===== config.mk =====
export PLATFORM = sky130hd
export DESIGN_NAME = counter_down_100
export DESIGN_NICKNAME = d
export VERILOG_FILES = /design/src/rtl/counter_down_100.sv
export SDC_FILE = /design/constraint.sdc
export NUM_CORES = 1
export LEC_CHECK = 0
export CORE_MARGIN = 2
export CORE_UTILIZATION = 44
export CTS_CLUSTER_DIAMETER = 200
export DETAILED_ROUTE_END_ITERATION = 8
export HOLD_SLACK_MARGIN = 0.08
export PLACE_DENSITY = 0.76
export SYNTH_ARGS = -nofsm -noshare
export SYNTH_HDL_FRONTEND = slang
export SYNTH_SLANG_ARGS = --single-unit

===== constraint.sdc =====
create_clock -name clk -period 1.9 [get_ports clk]
set_input_delay 0.475 -clock clk [delete_from_list [all_inputs] [get_ports clk]]
set_output_delay 0.475 -clock clk [all_outputs]
set_load 0.03 [all_outputs]

===== src/rtl/counter_down_100.sv =====
// Loadable 7-bit countdown timer (0..CNT_MAX) with programmable tick prescaler.
// Supports pause, abort, restart, zero-load and out-of-range start rejection.
module counter_down_100 #(
    parameter int CNT_MAX  = 99,
    parameter int TICK_DIV = 1
) (
    input  logic       clk,
    input  logic       reset,
    input  logic       i_start,
    input  logic [6:0] i_init,
    input  logic       i_pause,
    input  logic       i_stop,
    output logic [6:0] o_cnt,
    output logic       o_busy,
    output logic       o_done,
    output logic       o_err
);

    localparam int PW = $clog2(TICK_DIV) + 1;
    localparam logic [PW-1:0] PRESC_LAST = PW'(TICK_DIV - 1);
    localparam logic [6:0]    LOAD_MAX   = 7'(CNT_MAX);

    typedef enum logic {
        IDLE = 1'b0,
        RUN  = 1'b1
    } state_t;

    state_t        state;
    logic [PW-1:0] presc;

    // Single registered FSM: every output comes from a flop, so no input reaches
    // an output combinationally.
    // NOTE: sequential state uses non-blocking assignments so all registers
    // update together from the pre-edge values.
    always_ff @(posedge clk) begin
        if (reset) begin
            state  <= IDLE;
            presc  <= '0;
            o_cnt  <= '0;
            o_busy <= 1'b0;
            o_done <= 1'b0;
            o_err  <= 1'b0;
        end else begin
            o_done <= 1'b0;
            o_err  <= 1'b0;

            if (i_stop) begin
                // Abort keeps the count visible; any start in the same cycle is dropped.
                if (state == RUN) begin
                    state  <= IDLE;
                    presc  <= '0;
                    o_busy <= 1'b0;
                end
            end else if (i_start) begin
                if (i_init > LOAD_MAX) begin
                    o_err <= 1'b1;
                end else if (i_init == 7'd0) begin
                    state  <= IDLE;
                    presc  <= '0;
                    o_cnt  <= '0;
                    o_busy <= 1'b0;
                    o_done <= 1'b1;
                end else begin
                    state  <= RUN;
                    presc  <= '0;
                    o_cnt  <= i_init;
                    o_busy <= 1'b1;
                end
            end else if (state == RUN && !i_pause) begin
                if (presc == PRESC_LAST) begin
                    presc <= '0;
                    // The 1 -> 0 step ends the run; the guard keeps o_cnt from wrapping.
                    if (o_cnt <= 7'd1) begin
                        o_cnt  <= '0;
                        state  <= IDLE;
                        o_busy <= 1'b0;
                        o_done <= 1'b1;
                    end else begin
                        o_cnt <= o_cnt - 7'd1;
                    end
                end else begin
                    presc <= presc + PW'(1);
                end
            end
        end
    end

endmodule

# After elaboration in Yosys (flattened, before gate mapping)
# Index checks and enable logic that the tools add are counted.
# op_classes
muxes	26
n_eq_ne	5
addsub	2
n_reduce_logical	13
n_lt_le_gt_ge	2
n_bitwise	2
# op_table
cell	count
$mux W7	6
$mux W1	20
$reduce_and A4 Y1	2
$gt A7 B7 Y1 const B	1
$le A7 B1 Y1 const B	1
$logic_not A7 Y1	1
$sub A7 B1 Y7 const B	1
$ne A3 B3 Y1 const B	2
$reduce_bool A3 Y1	2
$reduce_and A5 Y1	1
$ne A2 B2 Y1 const B	2
$reduce_bool A2 Y1	2
$reduce_and A3 Y1	1
$reduce_or A3 Y1	1
$ne A2 B1 Y1 const B	1
$not A1 Y1	2
$reduce_or A2 Y1	1
$add A1 B1 Y1 const B	1
$logic_and A1 B1 Y1	1
$logic_not A1 Y1	1
# totals
out_inout_bits	10
regBits	12
input_bits	12

# Longest topological paths before layout
# logic_depth
ltp_word	6
ltp_mapped	6
mapped_depth_nobuf	6

# Worst setup path before layout
# Ideal clock, no wire load.
# synth_timing
kind	reg2reg
startpoint	reg o_cnt[1]
endpoint	reg o_cnt[4]
arrival_time_ns	1.639
n_path_buf	0
path_slack_ns	0.169
stages_incl_launch_ff	7
cell_sequence	dfxtp_1 inv_1 ha_1 o21bai_1 a31oi_1 a21boi_1 o32ai_1
# synth_between
elab_chain_len	5
# synth_lines
element	line_no	source
start, declared	13	output logic [6:0] o_cnt,
start signal, assigned	66	o_cnt <= i_init;
start signal, assigned	79	o_cnt <= o_cnt - 7'd1;
$sub A7 B1 Y7 or $le A7 B1 Y1 (tied branches)	79, 73	
$mux W7 (*)	73	if (o_cnt <= 7'd1) begin
$mux W7 (*)	70	if (presc == PRESC_LAST) begin
$mux W7 (*)	69	end else if (state == RUN && !i_pause) begin
$mux W7 (*)	54	end else if (i_start) begin
# Every way passes the cells marked *; elsewhere a longest branch is shown, timed or not. The select of a mux whose other input is x is not followed.
# A chain may end at the register's enable or synchronous reset.

# Final worst setup path
# layout_timing
startpoint	in i_start
endpoint	reg o_busy
# layout_between
elab_chain_len	2
# layout_lines
element	line_no	source
start, declared	9	input logic i_start,
$ne A3 B3 Y1 (no line), or another cell as far along	--	
$reduce_and A5 Y1 (no line) or $mux W1 (tied branches)	--	
end signal, assigned	40	o_busy <= 1'b0;
end signal, assigned	52	o_busy <= 1'b0;
end signal, assigned	61	o_busy <= 1'b0;
end, declared	14	output logic o_busy,
# Parallel ways exist; a longest one is shown, timed or not.

==> metrics.cfg <==
[status]
status=complete, no violations

[yosys]
synth_seq_area_share_pct=31.2
synth_edf_count=0
yosysWarnings=0
synthTopCellsByArea=dfxtp_1 (31%), nand2_1 (4.2%), nor2_1 (3.7%)
ys_ff_latch=11
synth_top_area_share_pct=31.2
syn_area_um2=707
synth_most_common_cell=dfxtp_1
synth_area_per_cell_um2=8.32
synth-async-reset-ratio_pct=0
synth_cells=85
yosys.area.top_type=dfxtp_1
synth_nets=99
ys_types=40
synth_common_cells=dfxtp_1 (11), nand2_1 (8), nor2_1 (7), inv_1 (5)
ys.flop_type=dfxtp_1

[die]
rows=14
fp.dieW_um=44.1
start_util_pct=46.9
die_area_um2=1940
core-area_um2=1510
die_h_um=44.1
pin_count=22

[global_route]
antenna_found_initial=0
grt_max_degree=12
grt_pass1_vias=730
grt_pass1_wl_um=3140
gr-usage-all-layers_pct=21.8
overflow=0

[timing]
max_freq_ghz=0.548
tightest_slew_ns=0.494
hold_violations=0
setup_viol=0
final.setup_skew_ns=0.0133
max_slew_margin_pct=66.6
finalCriticalPeriod_ns=1.83
fin_setup_tns_ns=0
maxSlewViolCount=0
period_share_pct=96.1

[place]
place_area_um2=1010
dpl.hpwl_um=1460
port_buffers=21
gp_congestion=0.901

[power]
ir_drop_mv=0.470
leakage_nw=0.533
finalPower_mw=0.664
cellPowerDensity_nw_per_um2=611

[worst_setup_path]
crit_end=o_busy
cp-end-kind=register
critical_path.top_delay_family=buffers and inverters
crit_path_max_incr_delay_ns=0.46
crit_chain=clkdlybuf4s50_1 > and3_1 > a221oi_4 > clkdlybuf4s15_2 > nor2b_1 > o31ai_1
cp.arrival_ns=1.98
r2r-start=o_cnt[1]
criticalPathCategory=in -> reg
worst-path-stages=6
cp_max_fo=4
path_buf_inv=2
cp.required_ns=2.05
r2r-end=o_cnt[4]
timing.critical_path.from=i_start
cp_slowest_cell=clkdlybuf4s50_1
cp-start-kind=input pin
r2r_setup_slack_ns=0.15
reg2reg_depth=6

[cells_and_area]
area_delta_synth_final_pct=53.6
fin_util_pct=72.1
diodes=0
finalInstanceArea_um2=1090
layout.nets=135
final_layout_size_suffix_gt1_share_pct=20.8

[route]
via_per_inst=5.93
drc_errors=0
wl_per_cell_um=14.6
antenna_left=0
vias=806
drt_iter0_drc=31
dr.pass1.iters=4
drt-total-wl_um=1990

[clocking]
cts_buffers=3
cts_tree=yes
ctsLongestPathBuffers=2
htree_levels=1
clk_latency_ns=0.27
ctsRootBufferMaster=clkbuf_4
clk_pin_slew_ns=0.07
cts_sinks=11

[flow_run]
maxCapViolations=0

[min_path]
min_path_type=reg -> reg
holdPathStages=2
hp-start=o_busy

[cells by family after synthesis]
logic type                 count (synthesis)  share of synthesized area (%)
and+or+nand+nor                           32                           24.1
AOI/OAI and AO/OA                         29                           32.4
DFF                                       11                           31.2
buffers and inverters                      9                           5.84
muxes                                      2                           3.01
adders and majority gates                  2                           3.54
[flip-flops by register name, summed over array words and instances, names as in the netlist]
signal  flops
o_done      1
o_err       1
state       1
o_busy      1
o_cnt       7
[metal layers]
| metal | routed length (µm) | global-route usage, % |
|---|---|---|
| met1 | 902 | 28.5 |
| met3 | 128 | 5.71 |
| met2 | 927 | 33.2 |
| met5 | 0 | 0 |
| met4 | 28 | 10.9 |
[where the power goes]
part / leakage [nW] / internal [mW] / switching, mW / total, mW
logic: 0.428 / 0.113 / 0.121 / 0.235
registers: 0.0901 / 0.245 / 0.0181 / 0.263
clock network: 0.0150 / 0.0812 / 0.0846 / 0.166
[worst register-to-register path, delay by kind of cell (launching register included)]
kind	cells	cell delay, ns
adder cells (fa/ha/maj)	1	0.20
buffers and inverters	1	0.10
AO/OA/AOI/OAI	4	0.92
flip-flops	1	0.42
[repair_timing]
action | CTS | global route
hold buffers | 0 | 0
setup buffers | 0 | 0
cloned | 0 | 1
endpoints found under the setup margin | 2 | 7
pin swaps | 0 | 2
resized for setup | 2 | 11
[layout by cell type, fill, tap and decap left out, types with 3 or more instances in the layout]
cell type / Yosys / final
clkdlybuf4s50_1: 0 / 11
clkbuf_4: 0 / 3
buf_4: 0 / 12
dlymetal6s2s_1: 0 / 8
nand3_1: 3 / 3
inv_1: 5 / 5
dfxtp_1: 11 / 11
o21ai_1: 3 / 3
nand2_1: 8 / 8
nor2_1: 7 / 7
o31ai_1: 3 / 3
a22oi_1: 3 / 3
[worst min-delay path by stage]
stage / to / slack (ns)
after global placement: o_busy / 0.46
after floorplan: state / 0.45
after CTS: o_busy / 0.47
final: o_busy / 0.46
after detailed placement: o_busy / 0.46
after global routing: o_busy / 0.52
[layout make-up]
cell class	count	area (µm²)
Timing Repair Buffer	35	340
Fill cell	126	420
Clock buffer	4	26.3
Multi-Input combinational cell	65	460
Inverter	5	18.8
Tap cell	16	20.0
Sequential cell	11	220
[metrics by stage]
step                instances  setup WS [ns]  hold slack, ns
floorplan                  85          0.169           0.450
global placement          131         -0.267           0.458
detailed placement        131         -0.287           0.461
CTS                       135         0.0139           0.470
global route              136        -0.0111           0.516
finish                    136         0.0739           0.464
No activity file was read; power rests on OpenSTA's default activity.
